--- config.mk ---
export PLATFORM = sky130hd
export DESIGN_NAME = m_lsu_ctrl
export DESIGN_NICKNAME = d
export VERILOG_FILES = /design/src/rtl/m_lsu_ctrl.sv
export SDC_FILE = /design/constraint.sdc
export NUM_CORES = 1
export LEC_CHECK = 0
export BUFFER_PORTS_ARGS = -buffer_cell sky130_fd_sc_hd__buf_4
export CAP_MARGIN = 10
export CORE_ASPECT_RATIO = 0.5
export CORE_MARGIN = 3
export CORE_UTILIZATION = 30
export CTS_BUF_LIST = sky130_fd_sc_hd__clkbuf_8 sky130_fd_sc_hd__clkbuf_16
export DETAILED_ROUTE_END_ITERATION = 6
export GPL_TIMING_DRIVEN = 0
export SYNTH_ARGS = -nofsm -noshare
export SYNTH_HDL_FRONTEND = slang
export SYNTH_SLANG_ARGS = --single-unit
--- constraint.sdc ---
create_clock -name clk -period 6.9 [get_ports clk]
set_clock_uncertainty 0.05 [all_clocks]
set_input_delay 1.38 -clock clk [delete_from_list [all_inputs] [get_ports clk]]
set_output_delay 1.38 -clock clk [all_outputs]
set_load 0.1 [all_outputs]
--- src/rtl/m_lsu_ctrl.sv ---
// m_lsu_ctrl: memory-stage load/store unit for the pipelined MIPS core.
// Decodes lw/lh/lhu/lb/lbu/sw/sh/sb, checks alignment, runs a req/ack data bus
// with byte enables and returns lane-selected, extended load data.
// Optional feature macro: LSU_TIMEOUT_EN (bus watchdog raising DBE, code 7).
module m_lsu_ctrl #(
  parameter int DATA_W  = 32,
  parameter int ADDR_W  = 32,
  parameter int TIMEOUT = 255
) (
  input  logic                clk,
  input  logic                reset_n,
  input  logic                req_valid,
  output logic                req_ready,
  input  logic [31:0]         instr,
  input  logic [ADDR_W-1:0]   addr,
  input  logic [31:0]         wdata,
  input  logic [31:0]         pc,
  input  logic                flush,
  output logic                stall,
  output logic                resp_valid,
  output logic [31:0]         rdata,
  output logic                exc_valid,
  output logic [4:0]          exc_code,
  output logic [ADDR_W-1:0]   exc_badva,
  output logic [31:0]         exc_pc,
  output logic                mem_req,
  output logic                mem_we,
  output logic [DATA_W/8-1:0] mem_be,
  output logic [ADDR_W-1:0]   mem_addr,
  output logic [DATA_W-1:0]   mem_wdata,
  input  logic                mem_ack,
  input  logic [DATA_W-1:0]   mem_rdata
);
  localparam int NB    = DATA_W / 8;
  localparam int OFF_W = $clog2(NB);

  typedef enum logic [1:0] {S_IDLE, S_BUS, S_RESP} state_t;

  // size: 0 byte, 1 half, 2 word
  typedef struct packed {
    logic       mem;
    logic       store;
    logic       sgn;
    logic [1:0] size;
  } dec_t;

  function automatic dec_t decode(input logic [5:0] op);
    dec_t d;
    d = '0;
    case (op)
      6'b100000: d = '{1'b1, 1'b0, 1'b1, 2'd0}; // lb
      6'b100100: d = '{1'b1, 1'b0, 1'b0, 2'd0}; // lbu
      6'b100001: d = '{1'b1, 1'b0, 1'b1, 2'd1}; // lh
      6'b100101: d = '{1'b1, 1'b0, 1'b0, 2'd1}; // lhu
      6'b100011: d = '{1'b1, 1'b0, 1'b0, 2'd2}; // lw
      6'b101000: d = '{1'b1, 1'b1, 1'b0, 2'd0}; // sb
      6'b101001: d = '{1'b1, 1'b1, 1'b0, 2'd1}; // sh
      6'b101011: d = '{1'b1, 1'b1, 1'b0, 2'd2}; // sw
      default:   d = '0;
    endcase
    return d;
  endfunction

  state_t              state_q, state_d;
  logic [5:0]          op_q, op_d;
  logic [ADDR_W-1:0]   addr_q, addr_d;
  logic [31:0]         wdata_q, wdata_d;
  logic [31:0]         pc_q, pc_d;
  logic                kill_q, kill_d;
  logic [31:0]         rdata_q, rdata_d;
  logic                exc_q, exc_d;
  logic [4:0]          code_q, code_d;
`ifdef LSU_TIMEOUT_EN
  localparam int CNT_W = ($clog2(TIMEOUT + 1) > 8) ? $clog2(TIMEOUT + 1) : 8;
  logic [CNT_W-1:0]    cnt_q, cnt_d;
`endif

  dec_t                dec_in, dec_q;
  logic                misaligned;
  logic [OFF_W-1:0]    off;
  logic [31:0]         sel;
  logic [31:0]         load_ext;
  logic [NB-1:0]       be_base;
  logic                unused_bits;

  assign dec_in     = decode(instr[31:26]);
  assign dec_q      = decode(op_q);
  assign misaligned = ((dec_in.size == 2'd2) && (addr[1:0] != 2'b00)) ||
                      ((dec_in.size == 2'd1) && addr[0]);
  assign off        = addr_q[OFF_W-1:0];
  assign sel        = 32'(mem_rdata >> {off, 3'b000});

`ifdef LSU_TIMEOUT_EN
  assign unused_bits = ^{instr[25:0], dec_q.mem, dec_in.sgn};
`else
  assign unused_bits = ^{instr[25:0], dec_q.mem, dec_in.sgn, (TIMEOUT > 0)};
`endif

  // Pick the addressed lane and sign/zero-extend it to 32 bits
  always_comb begin
    case (dec_q.size)
      2'd0:    load_ext = {{24{dec_q.sgn & sel[7]}}, sel[7:0]};
      2'd1:    load_ext = {{16{dec_q.sgn & sel[15]}}, sel[15:0]};
      default: load_ext = sel;
    endcase
  end

  // Bus drive: everything held from latched request, zero when idle
  always_comb begin
    case (dec_q.size)
      2'd0:    be_base = NB'(4'h1);
      2'd1:    be_base = NB'(4'h3);
      default: be_base = NB'(4'hF);
    endcase
    mem_req   = (state_q == S_BUS);
    mem_we    = mem_req & dec_q.store;
    mem_be    = mem_req ? NB'(be_base << off) : '0;
    mem_addr  = mem_req ? {addr_q[ADDR_W-1:OFF_W], {OFF_W{1'b0}}} : '0;
    mem_wdata = '0;
    if (mem_req && dec_q.store) begin
      case (dec_q.size)
        2'd0:    mem_wdata = {NB{wdata_q[7:0]}};
        2'd1:    mem_wdata = {(NB/2){wdata_q[15:0]}};
        default: mem_wdata = {(NB/4){wdata_q}};
      endcase
    end
  end

  // Next-state logic for IDLE -> (BUS) -> RESP -> IDLE
  always_comb begin
    state_d = state_q;
    op_d    = op_q;
    addr_d  = addr_q;
    wdata_d = wdata_q;
    pc_d    = pc_q;
    kill_d  = kill_q;
    rdata_d = rdata_q;
    exc_d   = exc_q;
    code_d  = code_q;
`ifdef LSU_TIMEOUT_EN
    cnt_d   = cnt_q;
`endif
    case (state_q)
      S_IDLE: begin
        // a flush in the same cycle kills the request before acceptance
        if (req_valid && !flush) begin
          op_d    = instr[31:26];
          addr_d  = addr;
          wdata_d = wdata;
          pc_d    = pc;
          kill_d  = 1'b0;
          rdata_d = '0;
          exc_d   = 1'b0;
          code_d  = '0;
`ifdef LSU_TIMEOUT_EN
          cnt_d   = '0;
`endif
          if (!dec_in.mem) begin
            state_d = S_RESP;
          end else if (misaligned) begin
            exc_d   = 1'b1;
            code_d  = dec_in.store ? 5'd5 : 5'd4;
            state_d = S_RESP;
          end else begin
            state_d = S_BUS;
          end
        end
      end
      S_BUS: begin
        // the bus transfer must complete; a flush only marks it dead
        if (flush) kill_d = 1'b1;
        if (mem_ack) begin
          rdata_d = dec_q.store ? 32'd0 : load_ext;
          state_d = S_RESP;
        end
`ifdef LSU_TIMEOUT_EN
        else if (cnt_q == CNT_W'(TIMEOUT - 1)) begin
          exc_d   = 1'b1;
          code_d  = 5'd7;
          rdata_d = '0;
          state_d = S_RESP;
        end else begin
          cnt_d = cnt_q + 1'b1;
        end
`endif
      end
      S_RESP:  state_d = S_IDLE;
      default: state_d = S_IDLE;
    endcase
  end

  // State and request registers, asynchronously cleared
  always_ff @(posedge clk or negedge reset_n) begin
    if (!reset_n) begin
      state_q <= S_IDLE;
      op_q    <= '0;
      addr_q  <= '0;
      wdata_q <= '0;
      pc_q    <= '0;
      kill_q  <= 1'b0;
      rdata_q <= '0;
      exc_q   <= 1'b0;
      code_q  <= '0;
`ifdef LSU_TIMEOUT_EN
      cnt_q   <= '0;
`endif
    end else begin
      state_q <= state_d;
      op_q    <= op_d;
      addr_q  <= addr_d;
      wdata_q <= wdata_d;
      pc_q    <= pc_d;
      kill_q  <= kill_d;
      rdata_q <= rdata_d;
      exc_q   <= exc_d;
      code_q  <= code_d;
`ifdef LSU_TIMEOUT_EN
      cnt_q   <= cnt_d;
`endif
    end
  end

  assign req_ready  = (state_q == S_IDLE);
  assign stall      = (state_q == S_BUS);
  assign resp_valid = (state_q == S_RESP) && !kill_q && !flush;
  assign exc_valid  = resp_valid && exc_q;
  assign rdata      = (resp_valid && !exc_q) ? rdata_q : '0;
  assign exc_code   = exc_valid ? code_q : '0;
  assign exc_badva  = exc_valid ? addr_q : '0;
  assign exc_pc     = exc_valid ? pc_q : '0;
endmodule
==> results of run 1 <==
==> registers in the layout (all words and copies together) (netlist names) <==
| register | cells |
|---|---|
| addr_q | 32 |
| code_q | 2 |
| kill_q | 1 |
| op_q | 6 |
| pc_q | 32 |
| rdata_q | 32 |
| state_q | 2 |
| wdata_q | 32 |
==> metal layers <==
| metal | share of wire [%] | vias up |
|---|---|---|
| met5 | 0 | - |
| met4 | 2.1 | 0 |
| met3 | 4.8 | 36 |
| met2 | 50 | 218 |
| met1 | 43 | 3752 |
| li1 | - | 3660 |
==> cell usage in the layout (no fill, tap or decap), types with 2 or more instances in the layout <==
cell        Yosys  routed
a211oi_1        2       2
a21oi_1        20      20
a22oi_1        24      24
a311oi_1        7       7
and2_1         73      73
and3_1         65      65
buf_1           4       4
buf_2           4       4
buf_4           6     313
buf_6           2       3
bufinv_16       0       7
clkbuf_1       57      57
clkbuf_16       0      17
clkinv_2        0       2
clkinvlp_4      0       3
conb_1          1       5
dfrtp_1       139     139
inv_1           7       9
mux2_2         15      15
mux2i_1        11      11
nand2_1       369     369
nand2b_1        3       3
nand3_1        10      10
nor2_1         13      13
nor2b_1         2       2
nor4_2          3       3
o21ai_0        34      34
o21ai_1        11      11
o22ai_1         2       2
o2bb2ai_1       8       8
or3b_2          2       2
==> synth_stat cells, drive strengths merged, types with 3 or more instances <==
cell     number  area [sq um]
a21oi        20         100.1
a22oi        24         180.2
a311oi        7         61.31
and2         73         456.7
and3         65         406.6
buf          16         102.6
clkbuf       58         219.0
dfrtp       139          3478
inv           7         26.28
mux2         15         168.9
mux2i        11         110.1
nand2       369          1385
nand2b        3         18.77
nand3        10         50.05
nor2         13         48.80
nor4          3         37.54
o21ai        45         225.2
o2bb2ai       9         85.08
or3b          3         26.28
==> final cells by class <==
cell class              count  area share [%]
multi-input cells         696           32.88
flip-flops and latches    139           32.12
repair buffers            309           21.64
clock buffers              18           4.055
well taps                 328           3.789
plain buffers              74           2.969
clock inverters            14           2.311
inverters                   7          0.2426
==> cells by family (layout without fill, tap and decap cells) <==
logic type,count (synthesis),after routing,share of synthesized area [%]
AO/OA/AOI/OAI,114,114,9.886
buffers and inverters,81,422,4.722
flip-flops,139,139,47.22
multiplexers,26,26,3.788
other,1,5,0.05091
AND/OR/NAND/NOR,551,551,34.33
==> power by group through the flow <==
stage | combinational (mW) | sequential, mW | clock (mW)
finish | 0.487 | 1.03 | 1.09
global placement | 0.473 | 1.03 | 0
global route | 0.544 | 1.04 | 1.15
detailed placement | 0.485 | 1.04 | 0
floorplan | 0.311 | 1.00 | 0
CTS | 0.488 | 1.03 | 1.11
==> path summary, 6_finish.rpt <==
kind	end	slack, ps	depth (start not counted)
max	rdata[17]	1680	6
min	pc_q[14]	420	2
max reg2reg	op_q[1]	4250	6
min reg2reg	pc_q[14]	420	2
max in group asynchronous	rdata_q[1]	5120	2
min in group asynchronous	pc_q[2]	900	1
==> worst max-delay path: cells and delay by family <==
| kind | cells | cell delay (ps) |
|---|---|---|
| and+or+nand+nor | 3 | 1630 |
| buffers and inverters | 3 | 770 |
==> through the flow <==
step                      instance area [sq um]  power, mW
after floorplan                            7381      1.313
after global placement                    10100      1.508
after detailed placement                  10140      1.524
after CTS                                 10830      2.619
after global routing                      10830      2.733
final                                     10830      2.601
==> reports/qor.yml, run 1 <==
synthCells: 912
ioPinCount: 340
cp_common_cell: "buf_4"
slew_violations: 0
ant_nets: 0
rows: 39
clockRootBuffer: "clkbuf_16"
max_freq_ghz: 0.1917
cts_setup_buffers: 0
max_slew_margin_pct: 37.91
h-tree-depth: 4
antennaDiodeCount: 0
cts_tree: "yes"
use_met1_pct: 27.79
dp_hpwl_mm: 21.97
worstHoldStart: "pc_q[14]"
worstReg2RegStart: "state_q[0]"
drt-total-wl_mm: 28.65
worstPathCellList: "buf_4 > nor4b_2 > nor2b_1 > clkbuf_1 > and2_1 > buf_4"
synth-seq-area-share_pct: 47.22
first_global_vias: 7488
antenna_found_initial: 0
dieHeight_microns: 116.8
start_util_pct: 31.38
synth-edff-count: 0
cts_resized: 0
coreArea_sq_um: 23470
ys.flop_type: "dfrtp_1"
final_hold_viol_count: 0
status: "complete, no violations"
critPathSlowestCell: "nor2b_1"
grt_max_degree: 73
vias: 7666
min_path_type: "register to register"
avgSynthCellArea_sq_um: 8.077
finalSetupViolCount: 0
syn_area_sq_um: 7366
period_minus_slack_ps: 5217
die_x_microns: 227.6
multiInputGateArea_sq_um: 3561
fin_crit_sh_pct: 75.61
drc: 0
grtUsageMet3_pct: 3.912
drive_above_1_share_pct: 29.91
clock_latency_ps: 430
seq_power_share_pct: 39.5
switching_share_pct: 29.59
stdcell_count: 1585
rsz0062_at_grt: "false"
ys_seq_elements: 139
crit_required_ps: 5470
area_growth_pct: 47.04
async_flop_share_pct: 100.0
critPathLaunch: "flush"
dieArea_sq_um: 26580
ys_warn_count: 0
fillers: 2306
clock-sinks: 139
grt.overflow.total: 0
fin_nets: 1409
first_pass_iters: 6
slowest_delay_ps: 720
drt_iter0_drc: 526
power.leakage_nw: 5.812
worst-path-max-fanout: 10
powerDensity_nw_per_um2: 240.2
fin_tns_setup_ps: 0
start_kind: "input pin"
met2_usage_pct: 36.12
pwr-share-comb_pct: 18.7
hold_ws_ps: 419.6
ir_worst_vdd_v: 0.0001754
pre_cts_ws_ps: 1736
critPathArrivalTime_ps: 3790
grt_busiest_layer: "met2"
switchingPower_mw: 0.7696
dp_cells: 1553
tightest_slew_ps: 923.7
critPathKind: "input pin to output pin"
cts_hold_buf: 0
grt_usage_pct: 21.22
cts_buffer_depth: 2
clk_pin_slew_ps: 60
internal_power_mw: 1.832
endpoint_kind: "output pin"
timing.final.ws_setup_ps: 1683
final_util_pct: 46.14
clkPwrFrac_pct: 41.8
avgViaCountPerCell: 4.837
grt_pass1_wl_mm: 43.19
wl_per_cell_microns: 18.07
yosysUniqueCellTypes: 44
gp_congestion: 0.8935
port_buffers: 308
cts_made_buffers: 17
drv_cap: 0
regArea_sq_um: 3478
Power figures use the tool's default switching activity.
==> run 2: changes to the inputs <==
- ABC_AREA: not set -> 1
- clock period: 6.9 -> 4.2 ns (I/O delays scaled with it)
==> run 2 against run 1 <==
  * Clock-buffer cell count fell by 1
  * Flip-flop and latch count did not move
  * Sequential power rose by 58%
  * Critical endpoint is now exc_pc[27]
  * Largest power group is now sequential cells
  * Highest routed layer unchanged
==> reports/qor.yml, run 2 <==
status: "complete, no violations"
ff2ff_path_depth: 6  # unchanged
first_pass_iters: 6  # unchanged
first_global_vias: 7878  # +5.2%
synth-edff-count: 0  # unchanged
drive_above_1_share_pct: 35.48  # +5.6 points
critPathKind: "input pin to output pin"
avgSynthCellArea_sq_um: 6.938  # -14%
r2r-end: "addr_q[1]"
slew_violations: 0  # unchanged
synthMuxAreaShare_pct: 0  # -3.8 points
vias: 7954  # +3.8%
antenna_found_initial: 0  # unchanged
synthCells: 1067  # +17%
final_cell_mix: "nand2_1, buf_4, dfrtp_1, inv_1, o21ai_0"
critPathLaunch: "flush"
max_freq_ghz: 0.2960
fillers: 2424  # +5.1%
drc: 0  # unchanged
yosys.area_share.adder_pct: 0  # unchanged
start_util_pct: 31.48  # +0.094 points
dieHeight_microns: 117.1  # +0.24%
rrSetupSlack_ps: 2180  # -2070 ps
cts_buffer_depth: 2  # unchanged
wl_per_cell_microns: 15.44  # -15%
synth_top_family_by_area: "simple AND/OR/NAND/NOR gates"
grt_pass1_wl_mm: 42.16  # -2.4%
synth_top_cell_by_area: "dfrtp_1"
avgViaCountPerCell: 4.571  # -5.5%
yosys.area_share.simple_pct: 31.42  # -2.9 points
drt_iter0_drc: 601  # +14%
crit_required_ps: 3310  # -2160 ps
cts_hold_buf: 0  # unchanged
endpoint_kind: "output pin"
critPathArrivalTime_ps: 2490  # -1300 ps
die_x_microns: 228.2  # +0.25%
finalSetupViolCount: 0  # unchanged
syn_area_sq_um: 7403  # +0.51%
grt.overflow.total: 0  # unchanged
rsz0062_at_grt: "false"
fin_tns_setup_ps: 0  # unchanged
h-tree-depth: 4  # unchanged
area_growth_pct: 48.57
clk_pin_slew_ps: 60  # about the same
fin_crit_sh_pct: 80.43
cts_tree: "yes"
grt_max_degree: 84  # +15%
fin_nets: 1564  # +11%
synth_xor_area_share_pct: 0  # unchanged
port_buffers: 308  # unchanged
min_path_type: "input pin to async pin"
clock_latency_ps: 420  # about the same
synth_compound_area_share_pct: 10.73  # +0.85 points
synth-seq-area-share_pct: 46.98  # -0.24 points
clockRootBuffer: "clkbuf_16"
drt-total-wl_mm: 26.86  # -6.2%
grt_usage_pct: 19.91  # -1.3 points
stdcell_count: 1740  # +9.8%
yosys-top-cells-count: "nand2_1, nor2_1, dfrtp_1, inv_1, o21ai_0"
max_slew_margin_pct: 45.56  # +7.6 points
cts_resized: 0  # unchanged
ioPinCount: 340  # unchanged
period_minus_slack_ps: 3378
start_kind: "input pin"
coreArea_sq_um: 23520  # +0.21%
rows: 39  # unchanged
worst-path-max-fanout: 10  # unchanged
dp_hpwl_mm: 21.19  # -3.5%
ys.flop_type: "dfrtp_1"
yosysMostFrequentCell: "nand2_1"
cts_made_buffers: 17  # unchanged
final_util_pct: 46.77  # +0.62 points
ys_seq_elements: 139  # unchanged
synthTopCellsByArea: "dfrtp_1, nand2_1, nor2_1"
placed_cell_area_sq_um: 10420  # +2.8%
dieArea_sq_um: 26710  # +0.49%
yosysUniqueCellTypes: 35  # -20%
dp_cells: 1708  # +10%
final_hold_viol_count: 0  # unchanged
ant_nets: 0  # unchanged
ir_worst_vdd_v: 0.0002136  # +22%
final_common_cell: "nand2_1"
clock-sinks: 139  # unchanged
power.leakage_nw: 5.729  # -1.4%
final_area_sq_um: 11000  # +1.6%
worstReg2RegStart: "state_q[1]"
cts_setup_buffers: 0  # unchanged
powerDensity_nw_per_um2: 372.1  # +55%
drv_cap: 0  # unchanged
ys_warn_count: 0  # unchanged
synth_top_area_share_pct: 46.98  # -0.24 points
hold_ws_ps: 324.6  # -94.96 ps
antennaDiodeCount: 0  # unchanged
tightest_slew_ps: 816.7  # -107.0 ps
gp_congestion: 0.8631  # -3.4%
async_flop_share_pct: 100.0  # unchanged
==> run 2: power by group <==
part           switching (mW)  internal [mW]
clock                   0.591          0.870
combinational           0.691          0.307
sequential             0.0892           1.54
==> run 2: worst max-delay path by stage <==
stage                          to  cells after the start
global route            exc_valid                      8
floorplan           mem_wdata[21]                      6
CTS                   exc_code[2]                      7
global placement       exc_pc[27]                      7
finish                 exc_pc[27]                      7
detailed placement     exc_pc[27]                      7
==> run 2: per-layer routing <==
metal	GRT usage, %	up-vias	share of wire (%)
li1	-	3905	-
met1	25.77	3759	43
met2	34.91	247	50
met3	2.684	43	4.3
met4	6.969	0	2.4
met5	0	-	0
==> run 2: final cells by class <==
cell class              count  area [sq um]  share of cell area, %
plain buffers              65         315.3                  2.867
clock buffers              17         425.4                  3.868
clock inverters            15         152.6                  1.388
inverters                 129         485.5                  4.414
multi-input cells         738          3388                  30.80
flip-flops and latches    139          3478                  31.62
well taps                 328         410.4                  3.731
repair buffers            309          2344                  21.31
==> run 2: kinds of logic after synthesis <==
logic type	after synthesis
simple gates	577
compound gates	156
other cells	1
buf+inv	194
flops	139
==> run 2: metrics by stage <==
step	setup slack (ps)	power (mW)
final	822.0	4.093
after global routing	637.7	4.331
after CTS	751.8	4.128
after detailed placement	766.7	2.651
after global placement	752.8	2.624
after floorplan	9.710	2.293
==> run 2: critical path, stage by stage <==
cell	delay, ps
buf_4	130
nor3_4	200
nand2_1	180
buf_2	270
buf_1	360
nor2_2	180
buf_4	310
